==> src/rtl/temp_disp_pkg.sv <==
`default_nettype none
// ============================================================================
// Package : temp_disp_pkg
// Brief   : Shared FSM states, range limits and tenths table for the display path
// Rev     : 1.0  initial release
// ============================================================================
package temp_disp_pkg;

  typedef enum logic [1:0] {
    IDLE = 2'd0,
    ABS  = 2'd1,
    CONV = 2'd2,
    DONE = 2'd3
  } state_t;

  localparam logic [15:0] TEMP_MAX_RAW = 16'h07D0;
  localparam logic [15:0] TEMP_MIN_RAW = 16'hFC90;
  localparam int          BCD_DIGIT_W  = 4;

  // Entry f (bits [4f+3:4f]) holds floor(f*10/16): truncation, never rounding up.
  localparam logic [63:0] TENTHS_LUT = {
    4'd9, 4'd8, 4'd8, 4'd7, 4'd6, 4'd6, 4'd5, 4'd5,
    4'd4, 4'd3, 4'd3, 4'd2, 4'd1, 4'd1, 4'd0, 4'd0
  };

  function automatic logic [3:0] tenths_of(input logic [3:0] frac);
    return TENTHS_LUT[{frac, 2'b00} +: 4];
  endfunction

endpackage
`default_nettype wire

==> src/rtl/bcd_add3.sv <==
`default_nettype none
// ============================================================================
// Module : bcd_add3
// Brief  : Double-dabble nibble correction (add 3 when the digit is 5 or more)
// Rev    : 1.0  initial release
// ============================================================================
module bcd_add3
  import temp_disp_pkg::*;
(
  input  logic [BCD_DIGIT_W-1:0] i_nib,
  output logic [BCD_DIGIT_W-1:0] o_nib
);

  assign o_nib = (i_nib >= BCD_DIGIT_W'(5)) ? (i_nib + BCD_DIGIT_W'(3)) : i_nib;

endmodule
`default_nettype wire

==> src/rtl/temp_bcd_conv.sv <==
`default_nettype none
// ============================================================================
// Module : temp_bcd_conv
// Brief  : DS18B20 raw reading to signed BCD digits with range flag
// Rev    : 1.0  initial release
// ============================================================================
module temp_bcd_conv
  import temp_disp_pkg::*;
#(
  parameter int INT_BITS  = 7,
  parameter int FRAC_BITS = 4
)(
  input  logic        clk,
  input  logic        rst_n,
  input  logic        raw_valid,
  input  logic [15:0] raw,
  output logic        busy,
  output logic        bcd_valid,
  output logic        sign,
  output logic [3:0]  d_hund,
  output logic [3:0]  d_tens,
  output logic [3:0]  d_units,
  output logic [3:0]  d_tenth,
  output logic        range_err
);

  localparam int c_NIBBLES = 3;
  localparam int c_BCD_W   = c_NIBBLES * BCD_DIGIT_W;
  localparam int c_SHIFT_W = c_BCD_W + INT_BITS;
  localparam int c_MAG_W   = INT_BITS + FRAC_BITS;
  localparam int c_CNT_W   = $clog2(INT_BITS + 1);

  state_t               r_state;
  state_t               w_state_next;
  logic [15:0]          r_raw;
  logic [c_SHIFT_W-1:0] r_shift;
  logic [c_CNT_W-1:0]   r_cnt;
  logic [3:0]           r_tenth;
  logic                 r_err;

  logic                 r_busy;
  logic                 r_bcd_valid;
  logic                 r_sign;
  logic [3:0]           r_d_hund;
  logic [3:0]           r_d_tens;
  logic [3:0]           r_d_units;
  logic [3:0]           r_d_tenth;
  logic                 r_range_err;

  logic                 w_accept;
  logic [c_MAG_W-1:0]   w_mag;
  logic                 w_range;
  logic [c_BCD_W-1:0]   w_corr;
  logic [c_SHIFT_W-1:0] w_shift_next;
  logic [3:0]           w_hund;
  logic [3:0]           w_tens;
  logic [3:0]           w_units;

  // The registered busy also covers the DONE-output cycle, so gating on it drops that strobe.
  assign w_accept = raw_valid && (r_state == IDLE) && !r_busy;

  // Negating only the low bits gives the same result as the low bits of a 16-bit negate.
  assign w_mag   = r_raw[15] ? (c_MAG_W'(0) - r_raw[c_MAG_W-1:0]) : r_raw[c_MAG_W-1:0];
  assign w_range = ($signed(r_raw) > $signed(TEMP_MAX_RAW)) ||
                   ($signed(r_raw) < $signed(TEMP_MIN_RAW));

  for (genvar gi = 0; gi < c_NIBBLES; gi++) begin : g_nib
    bcd_add3 u_add3 (
      .i_nib (r_shift[INT_BITS + gi*BCD_DIGIT_W +: BCD_DIGIT_W]),
      .o_nib (w_corr[gi*BCD_DIGIT_W +: BCD_DIGIT_W])
    );
  end

  assign w_shift_next = {w_corr, r_shift[INT_BITS-1:0]} << 1;

  assign w_hund  = r_shift[INT_BITS + 2*BCD_DIGIT_W +: BCD_DIGIT_W];
  assign w_tens  = r_shift[INT_BITS +   BCD_DIGIT_W +: BCD_DIGIT_W];
  assign w_units = r_shift[INT_BITS                 +: BCD_DIGIT_W];

  always_comb begin
    w_state_next = r_state;
    case (r_state)
      IDLE:    if (w_accept) w_state_next = ABS;
      ABS:     w_state_next = CONV;
      CONV:    if (r_cnt == c_CNT_W'(INT_BITS - 1)) w_state_next = DONE;
      DONE:    w_state_next = IDLE;
      default: w_state_next = IDLE;
    endcase
  end

  always_ff @(posedge clk) begin
    if (!rst_n) begin
      r_state     <= IDLE;
      r_raw       <= '0;
      r_shift     <= '0;
      r_cnt       <= '0;
      r_tenth     <= '0;
      r_err       <= 1'b0;
      r_busy      <= 1'b0;
      r_bcd_valid <= 1'b0;
      r_sign      <= 1'b0;
      r_d_hund    <= '0;
      r_d_tens    <= '0;
      r_d_units   <= '0;
      r_d_tenth   <= '0;
      r_range_err <= 1'b0;
    end else begin
      r_state     <= w_state_next;
      r_busy      <= (r_state != IDLE);
      r_bcd_valid <= (r_state == DONE);
      if (w_accept) r_raw <= raw;
      case (r_state)
        ABS: begin
          r_shift <= {c_BCD_W'(0), w_mag[FRAC_BITS +: INT_BITS]};
          r_tenth <= tenths_of(w_mag[FRAC_BITS-1 -: 4]);
          r_err   <= w_range;
          r_cnt   <= '0;
        end
        CONV: begin
          r_shift <= w_shift_next;
          r_cnt   <= r_cnt + 1'b1;
        end
        DONE: begin
          r_range_err <= r_err;
          if (r_err) begin
            r_sign    <= 1'b0;
            r_d_hund  <= '0;
            r_d_tens  <= '0;
            r_d_units <= '0;
            r_d_tenth <= '0;
          end else begin
            // A reading that rounds to all-zero digits is shown unsigned.
            r_sign    <= r_raw[15] && (|{w_hund, w_tens, w_units, r_tenth});
            r_d_hund  <= w_hund;
            r_d_tens  <= w_tens;
            r_d_units <= w_units;
            r_d_tenth <= r_tenth;
          end
        end
        default: ;
      endcase
    end
  end

  assign busy      = r_busy;
  assign bcd_valid = r_bcd_valid;
  assign sign      = r_sign;
  assign d_hund    = r_d_hund;
  assign d_tens    = r_d_tens;
  assign d_units   = r_d_units;
  assign d_tenth   = r_d_tenth;
  assign range_err = r_range_err;

endmodule
`default_nettype wire

==> config.mk <==
export PLATFORM = sky130hd
export DESIGN_NAME = temp_bcd_conv
export DESIGN_NICKNAME = d
export VERILOG_FILES = /design/src/rtl/temp_disp_pkg.sv /design/src/rtl/bcd_add3.sv /design/src/rtl/temp_bcd_conv.sv
export SDC_FILE = /design/constraint.sdc
export NUM_CORES = 1
export LEC_CHECK = 0
export ABC_AREA = 1
export CAP_MARGIN = 0
export CORE_ASPECT_RATIO = 0.8
export CORE_MARGIN = 2
export CORE_UTILIZATION = 50
export DETAILED_ROUTE_END_ITERATION = 10
export GPL_TIMING_DRIVEN = 0
export PLACE_DENSITY = 0.83
export SYNTH_ARGS = -nofsm -noshare
export SYNTH_HDL_FRONTEND = slang
export SYNTH_SLANG_ARGS = --single-unit
==> constraint.sdc <==
create_clock -name clk -period 1.7 [get_ports clk]
set_input_delay 0.17 -clock clk [delete_from_list [all_inputs] [get_ports clk]]
set_output_delay 0.17 -clock clk [all_outputs]
set_load 0.02 [all_outputs]
==> flow_metrics.py <==
metrics = {
    "run_status": {
        "status": "finished clean",
    },
    "route": {
        "vias_per_cell": 5.23,
        "wl_per_cell_um": 12.8,
        "wl_um": 7660,
        "top_layer": "met4",
        "drc": 0,
        "dr.first_iter.drc_count": 174,
        "antenna_left": 0,
        "vias": 3119,
        "wl_met3_um": 568,
        "drt_pass1_iterations": 5,
        "drt-met1-wl_um": 3340,
        "wl_met2_um": 3590,
    },
    "clock_network": {
        "cts.path.max_buffers": 2,
        "cts_tree": "yes",
        "cts-root-buf": "clkbuf_8",
        "cts_inserted_buffers": 9,
        "ctsHoldBuffers": 0,
        "path_clk_slew_ns": 0.07,
        "clock_latency_ns": 0.35,
        "htree_levels": 3,
        "cts.sink_count": 65,
    },
    "die": {
        "die_area_mm2": 0.00707,
        "fp.dieW_um": 93.5,
        "placementRows": 26,
        "initial_core_util_pct": 51.0,
        "ioPinCount": 39,
        "core_area_mm2": 0.00628,
        "die_h_um": 75.6,
    },
    "worst_hold_path": {
        "min_from": "raw[14]",
        "hold_end": "r_raw[14]$_SDFFE_PN0P_",
        "worstHoldPathType": "in2reg",
        "min_delay_path_depth": 3,
    },
    "critical_path": {
        "slowest_stage": "dfxtp_4",
        "cp_data_required_time_ns": 1.97,
        "critPathTopFamily": "compound AO/OA/AOI/OAI gates",
        "rr_worst_depth": 8,
        "start_kind": "register",
        "crit_path_max_incr_delay_ns": 0.37,
        "r2r_start": "r_state[0]$_SDFFE_PN0P_",
        "path_max_fanout": 9,
        "r2r_end": "r_shift[0]$_SDFFE_PN0P_",
        "path_class": "reg2reg",
        "path_buf_inv": 3,
        "worstPathArrival_ns": 1.87,
        "rrSetupSlack_ns": 0.1,
        "worst_setup_path_end_kind": "register",
        "crit_chain": "inv_2 > ha_2 > buf_4 > inv_4 > nor2_4 > a21boi_1 > o21ai_0 > a21oi_1",
    },
    "synthesis": {
        "synth_top_area_share_pct": 40.6,
        "ys_types": 33,
        "synth.avg_cell_area_um2": 7.07,
        "ys.warnings.count": 0,
        "ys_seq_elements": 65,
        "yosys-top-cells-area": "dfxtp_1, nand2_1, a21oi_1, ha_1, o21ai_0",
        "synth_edf_count": 0,
        "ys_top_cells_by_count": "nand2_1, dfxtp_1, a21oi_1, inv_1, nor2_1",
        "netlist_area_mm2": 0.00320,
        "synthCells": 453,
        "syn_nets": 492,
        "async_reset_ff_share_pct": 0,
        "yosysTopAreaCell": "dfxtp_1",
        "synth_seq_area_share_pct": 40.6,
        "ys.flop_type": "dfxtp_1",
        "yosysMostFrequentCell": "nand2_1",
    },
    "placement": {
        "dpl_cell_area_mm2": 0.00369,
        "place_hpwl_um": 5410,
        "portBuffers": 38,
        "place_congestion": 0.894,
    },
    "power": {
        "clkPwrFrac_pct": 23.0,
        "ir_drop_mv": 0.737,
        "pwr-share-seq_pct": 36.7,
        "p_sw_share_pct": 39.0,
        "p_comb_share_pct": 40.2,
        "powerDensity_mw_per_mm2": 1410,
        "switching_power_mw": 2.20,
        "p_int_mw": 3.43,
        "p_leak_nw": 1.58,
    },
    "sta": {
        "finalMaxSlewViolations": 0,
        "setup_viol": 0,
        "timing.hold.ws_ns": 0.416,
        "min_period_over_period_pct": 94.2,
        "finalHoldViolations": 0,
        "worst_slew_pin_slew_ns": 0.535,
        "timing.slew.headroom_pct": 64.3,
        "fin_crit_ns": 1.60,
        "finClkSkew_ns": 0.0127,
        "clock.fmax_mhz": 624,
    },
    "final_layout": {
        "multiInputGateArea_mm2": 0.00169,
        "final_nets": 546,
        "drive_above_1_share_pct": 10.7,
        "stdcell_area_mm2": 0.00399,
        "area_growth_pct": 24.5,
        "filler_cell_count": 555,
        "regArea_mm2": 0.00131,
        "antennaDiodeCount": 0,
    },
    "global_routing": {
        "grt_usage_pct": 23.2,
        "antenna_found_initial": 0,
        "grt_max_degree": 11,
        "grt_pass1_wl_um": 12600,
        "grt_overflow": 0,
        "grt_pass1_vias": 2807,
    },
    "job": {
        "max_cap_violations": 0,
    },
}
power groups by stage:
stage               Sequential (mW)  Clock, mW  Combinational (mW)
detailed placement             2.06          0                1.94
floorplan                      2.03          0                1.45
global placement               2.05          0                1.87
global route                   2.11       1.37                2.54
finish                         2.07       1.30                2.26
CTS                            2.04       1.31                2.08
worst reg2reg max path, delay by kind of cell (launching register included):
kind,cells,cell delay (ns)
compound gates,3,0.41
flops,1,0.37
buf+inv,3,0.31
fa+ha+maj,1,0.30
simple gates,1,0.13
metal layers:
metal | up-vias | GRT usage [%]
li1 | 1587 | -
met1 | 1396 | 27.9
met2 | 116 | 39.8
met3 | 20 | 6.82
met4 | 0 | 8.82
met5 | - | 0
worst max-delay path by stage:
stage,slack [ns],to,start,cells past startpoint
after global placement,-0.07,r_shift[11]$_SDFFE_PN0P_,r_state[0]$_SDFFE_PN0P_,9
after global routing,-0.008,r_state[0]$_SDFFE_PN0P_,r_state[0]$_SDFFE_PN0P_,10
final,0.1,r_shift[0]$_SDFFE_PN0P_,r_state[0]$_SDFFE_PN0P_,8
after CTS,0.03,r_state[0]$_SDFFE_PN0P_,r_state[1]$_SDFFE_PN0P_,10
after floorplan,0.1,r_tenth[0]$_SDFFE_PN0N_,r_raw[0]$_SDFFE_PN0P_,11
after detailed placement,-0.12,r_shift[11]$_SDFFE_PN0P_,r_state[0]$_SDFFE_PN0P_,9
cell type report:
| type | count | area share (%) |
|---|---|---|
| clock inverters | 3 | 1.00 |
| multi-input cells | 323 | 42.3 |
| inverters | 49 | 4.80 |
| plain buffers | 16 | 1.98 |
| clock buffers | 13 | 3.73 |
| repair buffers | 43 | 10.8 |
| well taps | 84 | 2.63 |
| flip-flops and latches | 65 | 32.8 |
registers in the layout, summed over array words and instances (netlist names):
register / cells
r_shift: 19
r_raw: 16
d_hund: 4
d_tens: 4
d_tenth: 4
d_units: 4
r_tenth: 4
r_cnt: 3
r_state: 2
bcd_valid: 1
busy: 1
r_err: 1
range_err: 1
sign: 1
cell usage in the layout, fill, tap and decap left out, drive strengths merged:
cell type	synthesis	layout
a21boi	1	1
nor3	6	6
and3	1	1
o21ai	37	37
o2111ai	1	1
inv	47	48
clkdlybuf4s50	0	38
ha	20	20
a31oi	1	1
nand2	115	115
clkinv	2	3
nand4	5	5
bufinv	0	1
xnor2	1	1
or2	1	1
buf	9	13
o211ai	3	3
a21oi	57	57
dfxtp	65	65
clkbuf	7	21
nand3	27	27
nor4	1	1
a2bb2oi	1	1
o22ai	3	3
xor2	1	1
nor2	41	41
per-stage QoR:
step / worst slack (ns) / std cells / setup TNS [ns] / power, mW / utilization, %
floorplan: 0.0964 / 453 / 0 / 3.48 / -
global placement: -0.0682 / 575 / -0.182 / 3.92 / 58.8
CTS: 0.0257 / 593 / 0 / 5.43 / 62.4
detailed placement: -0.119 / 575 / -0.396 / 4.00 / 58.8
global route: -0.00765 / 596 / -0.00765 / 6.02 / 63.5
finish: 0.0979 / 596 / 0 / 5.63 / 63.5
cell families (layout without fill, tap and decap cells):
kind of cell / Yosys count / count (layout) / share of synthesized area (%)
flops: 65 / 65 / 40.6
fa+ha+maj: 20 / 20 / 7.81
compound gates: 104 / 104 / 17.1
buf+inv: 65 / 124 / 8.04
xor+xnor: 2 / 2 / 0.547
simple gates: 197 / 197 / 25.9
what timing repair did:
item | 4_1_cts | 5_1_grt
setup buffers | 2 | 3
gates resized for setup | 6 | 22
cloned | 0 | 0
endpoints found under the setup margin | 13 | 45
pin swaps | 1 | 3
Power figures use the tool's default switching activity.
